<file path="config.mk">
export PLATFORM = sky130hd
export DESIGN_NAME = apb_master_bridge_flat
export DESIGN_NICKNAME = d
export VERILOG_FILES = /design/src/rtl/apb_master_bridge_pkg.sv /design/src/rtl/apb_master_bridge_if.sv /design/src/rtl/apb_master_bridge_timeout_cnt.sv /design/src/rtl/apb_master_bridge.sv /design/src/flat_wrapper.sv
export SDC_FILE = /design/constraint.sdc
export NUM_CORES = 1
export LEC_CHECK = 0
export CAP_MARGIN = 10
export CORE_AREA = 4 4 126 128
export CTS_BUF_LIST = sky130_fd_sc_hd__clkbuf_8
export DETAILED_ROUTE_END_ITERATION = 8
export DIE_AREA = 0 0 130 132
export PLACE_DENSITY = 0.57
export SYNTH_ARGS = -nofsm -noshare
export SYNTH_HDL_FRONTEND = slang
export SYNTH_SLANG_ARGS = --single-unit
</file>
<file path="constraint.sdc">
create_clock -name PCLK -period 2.3 [get_ports PCLK]
set_input_delay 0.46 -clock PCLK [delete_from_list [all_inputs] [get_ports PCLK]]
set_output_delay 0.46 -clock PCLK [all_outputs]
set_load 0.005 [all_outputs]
</file>
<file path="src/rtl/apb_master_bridge_pkg.sv">
// Shared types for the command-to-APB master bridge: FSM states, word alignment
// and the captured command, whose field widths match the downstream slaves.
package apb_master_bridge_pkg;

  localparam int APB_ADDR_WIDTH      = 4;
  localparam int APB_DATA_WIDTH      = 32;
  localparam int APB_WORD_ALIGN_BITS = 2;

  typedef enum logic [1:0] {
    IDLE,
    SETUP,
    ACCESS,
    RESP
  } apb_state_e;

  typedef struct packed {
    logic                      write;
    logic [APB_ADDR_WIDTH-1:0] addr;
    logic [APB_DATA_WIDTH-1:0] wdata;
  } apb_cmd_t;

endpackage

</file>
<file path="src/rtl/apb_master_bridge_if.sv">
// Command, response and APB signals of the bridge; the master modport is the
// bridge's own view, the slave modport is the view of whatever surrounds it.
interface apb_master_bridge_if #(
  parameter int ADDR_WIDTH = 4,
  parameter int DATA_WIDTH = 32
);

  logic                  cmd_valid;
  logic                  cmd_ready;
  logic                  cmd_write;
  logic [ADDR_WIDTH-1:0] cmd_addr;
  logic [DATA_WIDTH-1:0] cmd_wdata;

  logic                  rsp_valid;
  logic                  rsp_ready;
  logic [DATA_WIDTH-1:0] rsp_rdata;
  logic                  rsp_err;

  logic                  PSEL;
  logic                  PENABLE;
  logic                  PWRITE;
  logic [ADDR_WIDTH-1:0] PADDR;
  logic [DATA_WIDTH-1:0] PWDATA;
  logic [DATA_WIDTH-1:0] PRDATA;
  logic                  PREADY;

  modport master (
    input  cmd_valid, cmd_write, cmd_addr, cmd_wdata, rsp_ready, PRDATA, PREADY,
    output cmd_ready, rsp_valid, rsp_rdata, rsp_err,
    output PSEL, PENABLE, PWRITE, PADDR, PWDATA
  );

  modport slave (
    output cmd_valid, cmd_write, cmd_addr, cmd_wdata, rsp_ready, PRDATA, PREADY,
    input  cmd_ready, rsp_valid, rsp_rdata, rsp_err,
    input  PSEL, PENABLE, PWRITE, PADDR, PWDATA
  );

endinterface

</file>
<file path="src/rtl/apb_master_bridge_timeout_cnt.sv">
// Saturating ACCESS-phase watchdog; expired_o flags the last permitted wait
// cycle so the bridge leaves ACCESS after exactly LIMIT cycles. LIMIT=0 disables it.
module apb_master_bridge_timeout_cnt #(
  parameter int LIMIT = 16
) (
  input  logic clk_i,
  input  logic rst_i,
  input  logic clear_i,
  input  logic enable_i,
  output logic expired_o
);

  if (LIMIT == 0) begin : g_off
    logic unused;
    assign unused    = ^{clk_i, rst_i, clear_i, enable_i};
    assign expired_o = 1'b0;
  end else begin : g_on
    localparam int             CNT_W = $clog2(LIMIT + 1);
    localparam logic [CNT_W-1:0] LAST = CNT_W'(LIMIT - 1);
    localparam logic [CNT_W-1:0] MAX  = CNT_W'(LIMIT);

    logic [CNT_W-1:0] cnt_q, cnt_d;

    always_comb begin
      cnt_d = cnt_q;
      if (clear_i) begin
        cnt_d = '0;
      end else if (enable_i && (cnt_q != MAX)) begin
        cnt_d = cnt_q + CNT_W'(1);
      end
    end

    always_ff @(posedge clk_i) begin
      if (rst_i) begin
        cnt_q <= '0;
      end else begin
        cnt_q <= cnt_d;
      end
    end

    assign expired_o = enable_i && (cnt_q >= LAST);
  end

endmodule

</file>
<file path="src/rtl/apb_master_bridge.sv">
// Single-outstanding command-to-APB master: one request in, one SETUP/ACCESS
// transfer out, one response back. All APB and response outputs are registered.
//
//   state  | meaning
//   IDLE   | cmd_ready high, waiting for a request
//   SETUP  | PSEL high, PENABLE low, one cycle
//   ACCESS | PSEL and PENABLE high, waiting for PREADY or the watchdog
//   RESP   | rsp_valid high, holding rdata/err until rsp_ready
module apb_master_bridge
  import apb_master_bridge_pkg::*;
#(
  parameter int ADDR_WIDTH     = APB_ADDR_WIDTH,
  parameter int DATA_WIDTH     = APB_DATA_WIDTH,
  parameter int TIMEOUT_CYCLES = 16
) (
  input  logic                PCLK,
  input  logic                PRESET,
  apb_master_bridge_if.master bus
);

  apb_state_e            state_q, state_d;
  apb_cmd_t              cmd_q, cmd_d;
  logic                  psel_q, psel_d;
  logic                  penable_q, penable_d;
  logic                  cmd_ready_q, cmd_ready_d;
  logic                  rsp_valid_q, rsp_valid_d;
  logic [DATA_WIDTH-1:0] rsp_rdata_q, rsp_rdata_d;
  logic                  rsp_err_q, rsp_err_d;

  logic tmo_clear;
  logic tmo_enable;
  logic tmo_expired;
  logic cmd_aligned;

  assign cmd_aligned = (bus.cmd_addr[APB_WORD_ALIGN_BITS-1:0] == '0);
  assign tmo_enable  = (state_q == ACCESS) && !bus.PREADY;
  assign tmo_clear   = (state_d != ACCESS);

  apb_master_bridge_timeout_cnt #(
    .LIMIT (TIMEOUT_CYCLES)
  ) u_timeout (
    .clk_i     (PCLK),
    .rst_i     (PRESET),
    .clear_i   (tmo_clear),
    .enable_i  (tmo_enable),
    .expired_o (tmo_expired)
  );

  always_comb begin
    state_d     = state_q;
    cmd_d       = cmd_q;
    psel_d      = 1'b0;
    penable_d   = 1'b0;
    cmd_ready_d = 1'b0;
    rsp_valid_d = rsp_valid_q;
    rsp_rdata_d = rsp_rdata_q;
    rsp_err_d   = rsp_err_q;

    unique case (state_q)
      IDLE: begin
        cmd_ready_d = 1'b1;
        if (bus.cmd_valid) begin
          cmd_ready_d = 1'b0;
          if (cmd_aligned) begin
            state_d     = SETUP;
            cmd_d.write = bus.cmd_write;
            cmd_d.addr  = APB_ADDR_WIDTH'(bus.cmd_addr);
            cmd_d.wdata = APB_DATA_WIDTH'(bus.cmd_wdata);
            psel_d      = 1'b1;
          end else begin
            // misaligned requests never reach the bus
            state_d     = RESP;
            rsp_valid_d = 1'b1;
            rsp_rdata_d = '0;
            rsp_err_d   = 1'b1;
          end
        end
      end
      SETUP: begin
        state_d   = ACCESS;
        psel_d    = 1'b1;
        penable_d = 1'b1;
      end
      ACCESS: begin
        if (bus.PREADY) begin
          state_d     = RESP;
          rsp_valid_d = 1'b1;
          rsp_rdata_d = cmd_q.write ? '0 : DATA_WIDTH'(bus.PRDATA);
          rsp_err_d   = 1'b0;
        end else if (tmo_expired) begin
          state_d     = RESP;
          rsp_valid_d = 1'b1;
          rsp_rdata_d = '0;
          rsp_err_d   = 1'b1;
        end else begin
          psel_d    = 1'b1;
          penable_d = 1'b1;
        end
      end
      RESP: begin
        if (bus.rsp_ready) begin
          state_d     = IDLE;
          cmd_ready_d = 1'b1;
          rsp_valid_d = 1'b0;
          rsp_rdata_d = '0;
          rsp_err_d   = 1'b0;
        end
      end
      default: begin
        state_d     = IDLE;
        cmd_ready_d = 1'b1;
      end
    endcase
  end

  always_ff @(posedge PCLK) begin
    if (PRESET) begin
      state_q     <= IDLE;
      cmd_q       <= '0;
      psel_q      <= 1'b0;
      penable_q   <= 1'b0;
      cmd_ready_q <= 1'b1;
      rsp_valid_q <= 1'b0;
      rsp_rdata_q <= '0;
      rsp_err_q   <= 1'b0;
    end else begin
      state_q     <= state_d;
      cmd_q       <= cmd_d;
      psel_q      <= psel_d;
      penable_q   <= penable_d;
      cmd_ready_q <= cmd_ready_d;
      rsp_valid_q <= rsp_valid_d;
      rsp_rdata_q <= rsp_rdata_d;
      rsp_err_q   <= rsp_err_d;
    end
  end

  assign bus.cmd_ready = cmd_ready_q;
  assign bus.rsp_valid = rsp_valid_q;
  assign bus.rsp_rdata = rsp_rdata_q;
  assign bus.rsp_err   = rsp_err_q;
  assign bus.PSEL      = psel_q;
  assign bus.PENABLE   = penable_q;
  assign bus.PWRITE    = cmd_q.write;
  assign bus.PADDR     = ADDR_WIDTH'(cmd_q.addr);
  assign bus.PWDATA    = DATA_WIDTH'(cmd_q.wdata);

endmodule

</file>
<file path="src/flat_wrapper.sv">
// flat-port wrapper written by rule: the top's interface ports become plain ports
module apb_master_bridge_flat import apb_master_bridge_pkg::*;
#(
  parameter int ADDR_WIDTH     = APB_ADDR_WIDTH,
  parameter int DATA_WIDTH     = APB_DATA_WIDTH,
  parameter int TIMEOUT_CYCLES = 16
)
  (PCLK, PRESET, bus_cmd_valid, bus_cmd_write, bus_cmd_addr, bus_cmd_wdata, bus_rsp_ready, bus_PRDATA, bus_PREADY, bus_cmd_ready, bus_rsp_valid, bus_rsp_rdata, bus_rsp_err, bus_PSEL, bus_PENABLE, bus_PWRITE, bus_PADDR, bus_PWDATA);
  apb_master_bridge_if #(.ADDR_WIDTH(ADDR_WIDTH), .DATA_WIDTH(DATA_WIDTH)) bus_i ();
  input  logic PCLK;
  input  logic PRESET;
  input wire logic [$bits(bus_i.cmd_valid)-1:0] bus_cmd_valid;
  input wire logic [$bits(bus_i.cmd_write)-1:0] bus_cmd_write;
  input wire logic [$bits(bus_i.cmd_addr)-1:0] bus_cmd_addr;
  input wire logic [$bits(bus_i.cmd_wdata)-1:0] bus_cmd_wdata;
  input wire logic [$bits(bus_i.rsp_ready)-1:0] bus_rsp_ready;
  input wire logic [$bits(bus_i.PRDATA)-1:0] bus_PRDATA;
  input wire logic [$bits(bus_i.PREADY)-1:0] bus_PREADY;
  output wire logic [$bits(bus_i.cmd_ready)-1:0] bus_cmd_ready;
  output wire logic [$bits(bus_i.rsp_valid)-1:0] bus_rsp_valid;
  output wire logic [$bits(bus_i.rsp_rdata)-1:0] bus_rsp_rdata;
  output wire logic [$bits(bus_i.rsp_err)-1:0] bus_rsp_err;
  output wire logic [$bits(bus_i.PSEL)-1:0] bus_PSEL;
  output wire logic [$bits(bus_i.PENABLE)-1:0] bus_PENABLE;
  output wire logic [$bits(bus_i.PWRITE)-1:0] bus_PWRITE;
  output wire logic [$bits(bus_i.PADDR)-1:0] bus_PADDR;
  output wire logic [$bits(bus_i.PWDATA)-1:0] bus_PWDATA;
  assign bus_i.cmd_valid = bus_cmd_valid;
  assign bus_i.cmd_write = bus_cmd_write;
  assign bus_i.cmd_addr = bus_cmd_addr;
  assign bus_i.cmd_wdata = bus_cmd_wdata;
  assign bus_i.rsp_ready = bus_rsp_ready;
  assign bus_i.PRDATA = bus_PRDATA;
  assign bus_i.PREADY = bus_PREADY;
  assign bus_cmd_ready = bus_i.cmd_ready;
  assign bus_rsp_valid = bus_i.rsp_valid;
  assign bus_rsp_rdata = bus_i.rsp_rdata;
  assign bus_rsp_err = bus_i.rsp_err;
  assign bus_PSEL = bus_i.PSEL;
  assign bus_PENABLE = bus_i.PENABLE;
  assign bus_PWRITE = bus_i.PWRITE;
  assign bus_PADDR = bus_i.PADDR;
  assign bus_PWDATA = bus_i.PWDATA;
  apb_master_bridge #(.ADDR_WIDTH(ADDR_WIDTH), .DATA_WIDTH(DATA_WIDTH), .TIMEOUT_CYCLES(TIMEOUT_CYCLES)) u_core (.PCLK(PCLK), .PRESET(PRESET), .bus(bus_i));
endmodule
</file>
# Word level (Yosys, flattened, before mapping)
# Cells that the tools add are included.
# word_totals
regBits	81
out_inout_bits	74
word_cells	62
# classes
n_addsub	1
order_cmp	1
n_eq_ne	9
n_mux	30
reduce_logical	10
# op_table
operator	count
two-way mux 32 bit	6
one-hot mux 32 bit (3 select lines)	1
two-way mux 1 bit	12
two-way mux 2 bit	5
one-hot mux 1 bit (3 select lines)	3
inequality test 2 bit, second input constant	4
one-hot mux 2 bit (4 select lines)	1
adder 5 x 1 -> 5 bit, second input constant	1
>= comparator 5 x 4 -> 1 bit, second input constant	1
inequality test 5 bit, second input constant	1
AND reduction 5 bit	1
equality test 2 bit, second input constant	2
logical NOT 2 bit	2
one-hot mux 1 bit (2 select lines)	2
logical AND 1 bit	3
inequality test 3 x 2 -> 1 bit, second input constant	1
AND reduction 3 bit	1
nonzero test 3 bit	1
equality test 2 x 1 -> 1 bit, second input constant	1
OR reduction 2 bit	1
logical NOT 1 bit	1

# Logic depth before layout (Yosys ltp)
# Gate-level depths: netlist (run 1).
# depth
depth_word	8
mapped_depth	8
mapped_depth_nobuf	7

# Modules after synthesis
# Synthesis (run 1) repeated with hierarchy kept, for this count alone.
# hier_totals
cells_unflattened	375
hier_area_um2	3445.8
# by_module_without_submodules
mod	n_inst	cells_per_inst	area_per_inst_um2
apb_master_bridge	1	342	3134.3
apb_master_bridge_timeout_cnt	1	33	311.5

# Worst setup path after synthesis (run 1)
# Ideal clock, no wire load.
# synth_path
kind	flip-flop to flip-flop
from	register u_core.u_timeout.g_on.cnt_q[0]
to	register u_core.u_timeout.g_on.cnt_q[0]
setup_time_ps	135
t_arrival_ps	1792
required_ps	2165
path_slack_ps	373
path_stages_with_launch	7
n_path_buf	0
synth_period_minus_slack_ps	1927
cell_sequence	dfxtp_1 -> ha_1 -> and3_1 -> ha_1 -> o41a_1 -> o31ai_4 -> nor3_1
# synth_between
elab_chain_len	7
word_cells_on_any_way	10
classes_between	add/sub (1); order compare (1); eq/ne (2); mux (3); reduce/logical (3)
# synth_lines
item	line_no	rtl
start, declared	apb_master_bridge_timeout_cnt.sv:22	logic [CNT_W-1:0] cnt_q, cnt_d;
start signal, assigned	apb_master_bridge_timeout_cnt.sv:37	cnt_q <= cnt_d;
>= comparator 5 x 4 -> 1 bit	apb_master_bridge_timeout_cnt.sv:41	assign expired_o = enable_i && (cnt_q >= LAST);
logical AND 1 bit	apb_master_bridge_timeout_cnt.sv:41	
two-way mux 2 bit	apb_master_bridge.sv:90	end else if (tmo_expired) begin
two-way mux 2 bit	apb_master_bridge.sv:85	if (bus.PREADY) begin
one-hot mux 2 bit (4 select lines)	apb_master_bridge.sv:59	unique case (state_q)
inequality test 2 bit	apb_master_bridge.sv:37	assign tmo_clear = (state_d != ACCESS);
OR reduction 2 bit (no line)	--	
# Parallel ways exist; a longest one is shown, timed or not.
# A chain may end at the register's enable or synchronous reset.

# Final worst setup path (run 1)
# layout_path
from	register u_core.u_timeout.g_on.cnt_q[0]
to	register u_core.u_timeout.g_on.cnt_q[3]
# Same word-level chain as after synthesis.

==> run summary, run 1 <==
status: finished, final reports clean
Yosys top cell area share: 0.488
DR WL met2: 4.24 mm
WS Path Type: reg2reg
routed len/inst: 14.1 µm
TNS Setup: 0 ns
Worst-path clk slew: 0.07 ns
wire length on met1: 4.47 mm
achievable frequency: 0.473 GHz
critical path's slowest cell: o41a_1
Mapped Area: 3320 µm²
chip height: 132 µm
# clock sinks: 81
Synthesis Warnings: 0
Initial Utilization: 0.223
first-pass GRT wire length: 15.5 mm
Top Layer Used: met4
Setup WS post-layout: 0.187 ns
Reg-to-Reg End: u_core.u_timeout.g_on.cnt_q[3]
final hold vios: 0
number of buffers created by CTS: 9
CTS tree: done
drt total wl: 9.95 mm
First-pass DRT Iterations: 4
final worst path period share: 0.919
Worst path max stage delay: 0.45 ns
Final #Nets: 593
ant diodes: 0
Arrival @ worst endpoint: 2.34 ns
Post-synth EDFFs: 0
Post-Place Worst Slack: 0.181 ns
FF/Latch Area: 1620 µm²
P&R area growth vs syn: 57.6%
top cells by area, synth: dfxtp_1, nand2_1, mux2i_1
Placer Congestion: 0.735
H-tree Lvls: 3
CTS root buf: clkbuf_8
Core Footprint: 14900 µm²
worst min-delay path class: in2reg
ys flop type: dfxtp_1
count leader, synth: nand2_1
cell count of the worst reg-to-reg path: 6
pwr/cell area: 731 nW/µm²
Worst-Skew Late Latency: 0.36 ns
cells along the critical path: ha_1 > and3_1 > ha_1 > o41a_1 > o31ai_4 > nor3_1
Post-CTS Setup Repair Bufs: 0
CP max FO: 6
Peak VDD IR: 0.318 mV
buffers added on ports: 147
Final setup violation count: 0
critical path capture point type: flip-flop
CP dominant cell by count: ha_1
footprint of the multi-input gates: 1560 µm²
hpwl dp: 7.13 mm
asr flop ratio synth: 0
post-synthesis register bit count: 81
Req. time, crit path: 2.53 ns
DRC viols: 0
vias in the first global route: 3076
initial antenna violation count: 0
largest net degree at the start of global routing: 40
slew margin rel.: 0.663
post-route ant nets: 0
placed cell areas: 5000 µm²
Post-CTS Resized: 0
FILL cells: 1537
Top Ports: 148
Initial DRC Count: 73
Clock Tree Buf Depth: 2
post-synth top area cell: dfxtp_1
layout cell share with drive strength beyond 1: 0.0581
wire length on met3: 1.11 mm
Max-Cap Viols: 0
Die Span X: 130 µm
num rows: 45
mean post-synth cell area: 8.95 µm²
Netlist cell types: 39
Synth Net Count: 452
min Tclk post-route: 2.11 ns
synth cell count leaders: nand2_1, dfxtp_1, a21oi_1
r2r setup slk: 0.19 ns
WHS Endpoint: u_core.bus.rsp_valid
Final Skew: 0.00546 ns
sequential cell area fraction in the yosys report: 0.488
total grt overflow: 0
hold slack: 0.379 ns
Final Max Slew Viols: 0
min-delay src: PRESET
cts hold-fix bufs: 0
Vias/cell: 4.25
Die ar.: 17200 µm²
fin area: 5230 µm²
DR vias: 2990
RR Startpoint: u_core.u_timeout.g_on.cnt_q[0]
leakage: 1.87 nW
Cells after Synth: 371
RSZ-0062 raised after global routing: no
hold path depth: 2
gr usage total: 0.114
crit start category: flip-flop
worst slew pin tran: 0.503 ns
Power Total: 3.82 mW
==> layout by cell type (no fill, tap or decap), types with 2 or more instances in the layout <==
master,instances
nor2_1,4
o41a_1,2
o21ai_0,2
clkdlybuf4s50_1,146
mux2i_1,34
o21bai_1,2
and3_1,2
a21oi_1,38
inv_1,9
bufinv_16,2
nand2_1,102
dfxtp_1,81
buf_12,3
a31oi_1,2
nand2b_1,34
nand4_1,2
clkbuf_8,12
ha_1,7
nor3b_1,3
nor2b_1,2
nor3_1,4
buf_4,3
==> registers in the layout, indices dropped and copies added (netlist names) <==
register and cells:
u_core.bus.PWDATA 32, u_core.bus.rsp_rdata 32, u_core.u_timeout.g_on.cnt_q 5, u_core.bus.PADDR 4, u_core.state_q 2, u_core.bus.PENABLE 1
u_core.bus.PSEL 1, u_core.bus.PWRITE 1, u_core.bus.cmd_ready 1, u_core.bus.rsp_err 1, u_core.bus.rsp_valid 1
==> power breakdown <==
group | leakage [nW] | total (mW) | internal [mW] | switching, mW
sequential | 0.656 | 1.57 | 1.50 | 0.0658
clock | 0.120 | 1.19 | 0.691 | 0.502
combinational | 1.10 | 1.06 | 0.563 | 0.499
==> how the worst max path moves through the flow <==
| stage | end | slack, ns | from |
|---|---|---|---|
| after floorplan | u_core.u_timeout.g_on.cnt_q[0] | 0.37 | u_core.u_timeout.g_on.cnt_q[0] |
| after global placement | u_core.bus.rsp_rdata[24] | 0.25 | bus_PREADY |
| after detailed placement | u_core.bus.rsp_rdata[19] | 0.18 | bus_PREADY |
| after CTS | u_core.u_timeout.g_on.cnt_q[3] | 0.19 | u_core.u_timeout.g_on.cnt_q[0] |
| after global routing | u_core.u_timeout.g_on.cnt_q[0] | 0.09 | u_core.u_timeout.g_on.cnt_q[0] |
| final | u_core.u_timeout.g_on.cnt_q[3] | 0.19 | u_core.u_timeout.g_on.cnt_q[0] |
==> cell families (layout without fill, tap and decap cells) <==
logic type	Yosys count	in the layout	synth area share
xor gates and xnor gates	2	2	0.00528
adders and majority gates	7	7	0.0264
and+or+nand+nor	159	159	0.224
DFF	81	81	0.488
buffers and inverters	32	177	0.0452
AOI/OAI and AO/OA	56	56	0.109
muxes	34	34	0.102
==> area by class of cell <==
type,count,share of cell area
Multi-Input combinational cell,258,0.299
Sequential cell,81,0.310
Timing Repair Buffer,153,0.296
Clock inverter,3,0.0122
Tap cell,188,0.0450
Clock buffer,12,0.0316
Inverter,9,0.00646
==> per-stage QoR <==
step / instances / utilization
finish: 704 / 0.352
global route: 704 / 0.352
CTS: 704 / 0.352
detailed placement: 689 / 0.337
global placement: 689 / 0.337
floorplan: 371 / -
==> layer usage <==
layer / global-route usage / vias to the layer above
met5: 0 / -
met4: 0.0318 / 0
met3: 0.0624 / 14
met2: 0.171 / 115
met1: 0.142 / 1361
li1: - / 1500
==> critical path, delay by kind of cell (launching register included) <==
kind            cells  cell delay (ns)
fa+ha+maj           2             0.47
simple gates        2             0.30
flops               1             0.38
compound gates      2             0.84
No activity file was read; power rests on OpenSTA's default activity.
==> run 2: changes to the inputs <==
==> constraint.sdc (replaced) <==
create_clock -name PCLK -period 2.45 [get_ports PCLK]
set_input_delay 0.49 -clock PCLK [delete_from_list [all_inputs] [get_ports PCLK]]
set_output_delay 0.49 -clock PCLK [all_outputs]
set_load 0.005 [all_outputs]
==> run summary, run 2 (synthesis gave the netlist of run 1 again) <==
min-delay src: u_core.bus.PWDATA[23]
DR WL met2: 4.12 mm (-2.9%)
RSZ-0062 raised after global routing: no
buffers added on ports: 147 (unchanged)
achievable frequency: 0.453 GHz (-4.2%)
cell count of the worst reg-to-reg path: 7 (+1)
Final #Nets: 592 (-0.17%)
crit start category: flip-flop
Post-CTS Resized: 0 (unchanged)
Worst path max stage delay: 0.46 ns (about the same)
initial antenna violation count: 0 (unchanged)
status: finished, final reports clean
DR vias: 3014 (+0.80%)
CTS tree: done
leakage: 1.86 nW (-1.0%)
WHS Endpoint: u_core.bus.PWDATA[23]
Top Ports: 148 (unchanged)
Initial DRC Count: 90 (+23%)
Post-CTS Setup Repair Bufs: 0 (unchanged)
number of buffers created by CTS: 9 (unchanged)
worst slew pin tran: 0.610 ns (+0.107 ns)
FILL cells: 1558 (+1.4%)
Placer Congestion: 0.811 (+10%)
Max-Cap Viols: 0 (unchanged)
hold path depth: 2 (unchanged)
hold slack: 0.457 ns (+0.0780 ns)
min Tclk post-route: 2.21 ns (+0.0924 ns)
Reg-to-Reg End: u_core.bus.rsp_rdata[31]
final worst path period share: 0.900 (-0.0185)
critical path's slowest cell: nand2_4
post-route ant nets: 0 (unchanged)
pwr/cell area: 658 nW/µm² (-10%)
CTS root buf: clkbuf_8
most frequent cells in the layout: clkdlybuf4s50_1, nand2_1, dfxtp_1
Top Layer Used: met4
Critical Path Start: u_core.u_timeout.g_on.cnt_q[0]
CP dominant cell by count: ha_1
gr usage total: 0.114 (-0.000415)
ant diodes: 0 (unchanged)
wire length on met3: 1.14 mm (+3.0%)
RR Startpoint: u_core.u_timeout.g_on.cnt_q[0]
Arrival @ worst endpoint: 2.48 ns (+0.14 ns)
cells along the critical path: ha_1 > and3_1 > ha_1 > nor2_1 > a31oi_4 > nand2_4 > mux2i_1
Worst-Skew Late Latency: 0.36 ns (about the same)
H-tree Lvls: 3 (unchanged)
CP max FO: 33 (+27)
slew margin rel.: 0.591 (-0.0719)
non-filler instance count after layout: 704 (unchanged)
drt total wl: 9.79 mm (-1.6%)
Util after Layout: 0.347 (-0.00488)
Clock Tree Buf Depth: 2 (unchanged)
critical path capture point type: flip-flop
Die ar.: 17200 µm² (unchanged)
wire length on met1: 4.38 mm (-2.0%)
DRC viols: 0 (unchanged)
first-pass GRT wire length: 15.4 mm (-0.53%)
Core Footprint: 14900 µm² (unchanged)
Power Total: 3.39 mW (-11%)
total grt overflow: 0 (unchanged)
Final setup violation count: 0 (unchanged)
commonest non-fill, non-tap cell in the layout: clkdlybuf4s50_1
worst min-delay path class: reg2reg
TNS Setup: 0 ns (unchanged)
largest net degree at the start of global routing: 43 (+7.5%)
Req. time, crit path: 2.73 ns (+0.20 ns)
# clock sinks: 81 (unchanged)
routed len/inst: 13.9 µm (-1.6%)
Final Max Slew Viols: 0 (unchanged)
final hold vios: 0 (unchanged)
Final Skew: 0.0109 ns (+0.00543 ns)
placed cells: 688 (-0.15%)
Vias/cell: 4.28 (+0.80%)
Initial Utilization: 0.223 (unchanged)
Die Span X: 130 µm (unchanged)
P&R area growth vs syn: 55.4%
WS Path Type: reg2reg
r2r setup slk: 0.24 ns (+0.06 ns)
num rows: 45 (unchanged)
First-pass DRT Iterations: 4 (unchanged)
cts hold-fix bufs: 0 (unchanged)
Peak VDD IR: 0.317 mV (-0.27%)
Worst-path clk slew: 0.08 ns (about the same)
hpwl dp: 7.02 mm (-1.5%)
layout cell share with drive strength beyond 1: 0.0543 (-0.00388)
chip height: 132 µm (unchanged)
vias in the first global route: 2995 (-2.6%)
[run 2: cell type report]
cell class,instances,area [µm²],share of cell area
clock inverters,6,51.3,0.00994
repair buffers,152,1520,0.294
inverters,9,33.8,0.00655
clock buffers,10,138,0.0267
flip-flops and latches,81,1620,0.314
well taps,188,235,0.0456
multi-input cells,258,1560,0.303
[run 2: report_power, final]
part,internal (mW),switching (mW)
Clock,0.485,0.474
Combinational,0.500,0.462
Sequential,1.41,0.0619
Total,2.39,0.998
[run 2: routing by layer]
| metal | vias up | global-route usage |
|---|---|---|
| li1 | 1502 | - |
| met2 | 124 | 0.167 |
| met4 | 0 | 0.0346 |
| met3 | 14 | 0.0652 |
| met5 | - | 0 |
| met1 | 1374 | 0.141 |
[run 2: worst max-delay path: cells and delay by family (launching register included)]
| family | cells | cell delay, ns |
|---|---|---|
| AO/OA/AOI/OAI | 1 | 0.15 |
| adder cells (fa/ha/maj) | 2 | 0.47 |
| flip-flops | 1 | 0.38 |
| multiplexers | 1 | 0.27 |
| AND/OR/NAND/NOR | 3 | 0.84 |
[run 2: per-stage QoR]
stage	instance area, µm²	setup slack (ns)
2_1_floorplan	3320	0.523
3_3_place_gp	4970	0.187
3_5_place_dp	4970	0.128
4_1_cts	5160	0.215
5_1_grt	5160	0.101
6_report	5160	0.245
[run 2: worst max path at each step]
stage / to / slack [ns] / cells past startpoint
final: u_core.bus.rsp_rdata[31] / 0.24 / 7
after global routing: u_core.bus.rsp_rdata[25] / 0.10 / 7
after CTS: u_core.bus.rsp_rdata[31] / 0.22 / 7
after detailed placement: u_core.bus.rsp_rdata[31] / 0.13 / 5
after global placement: u_core.bus.rsp_rdata[24] / 0.19 / 5
after floorplan: u_core.u_timeout.g_on.cnt_q[0] / 0.52 / 6
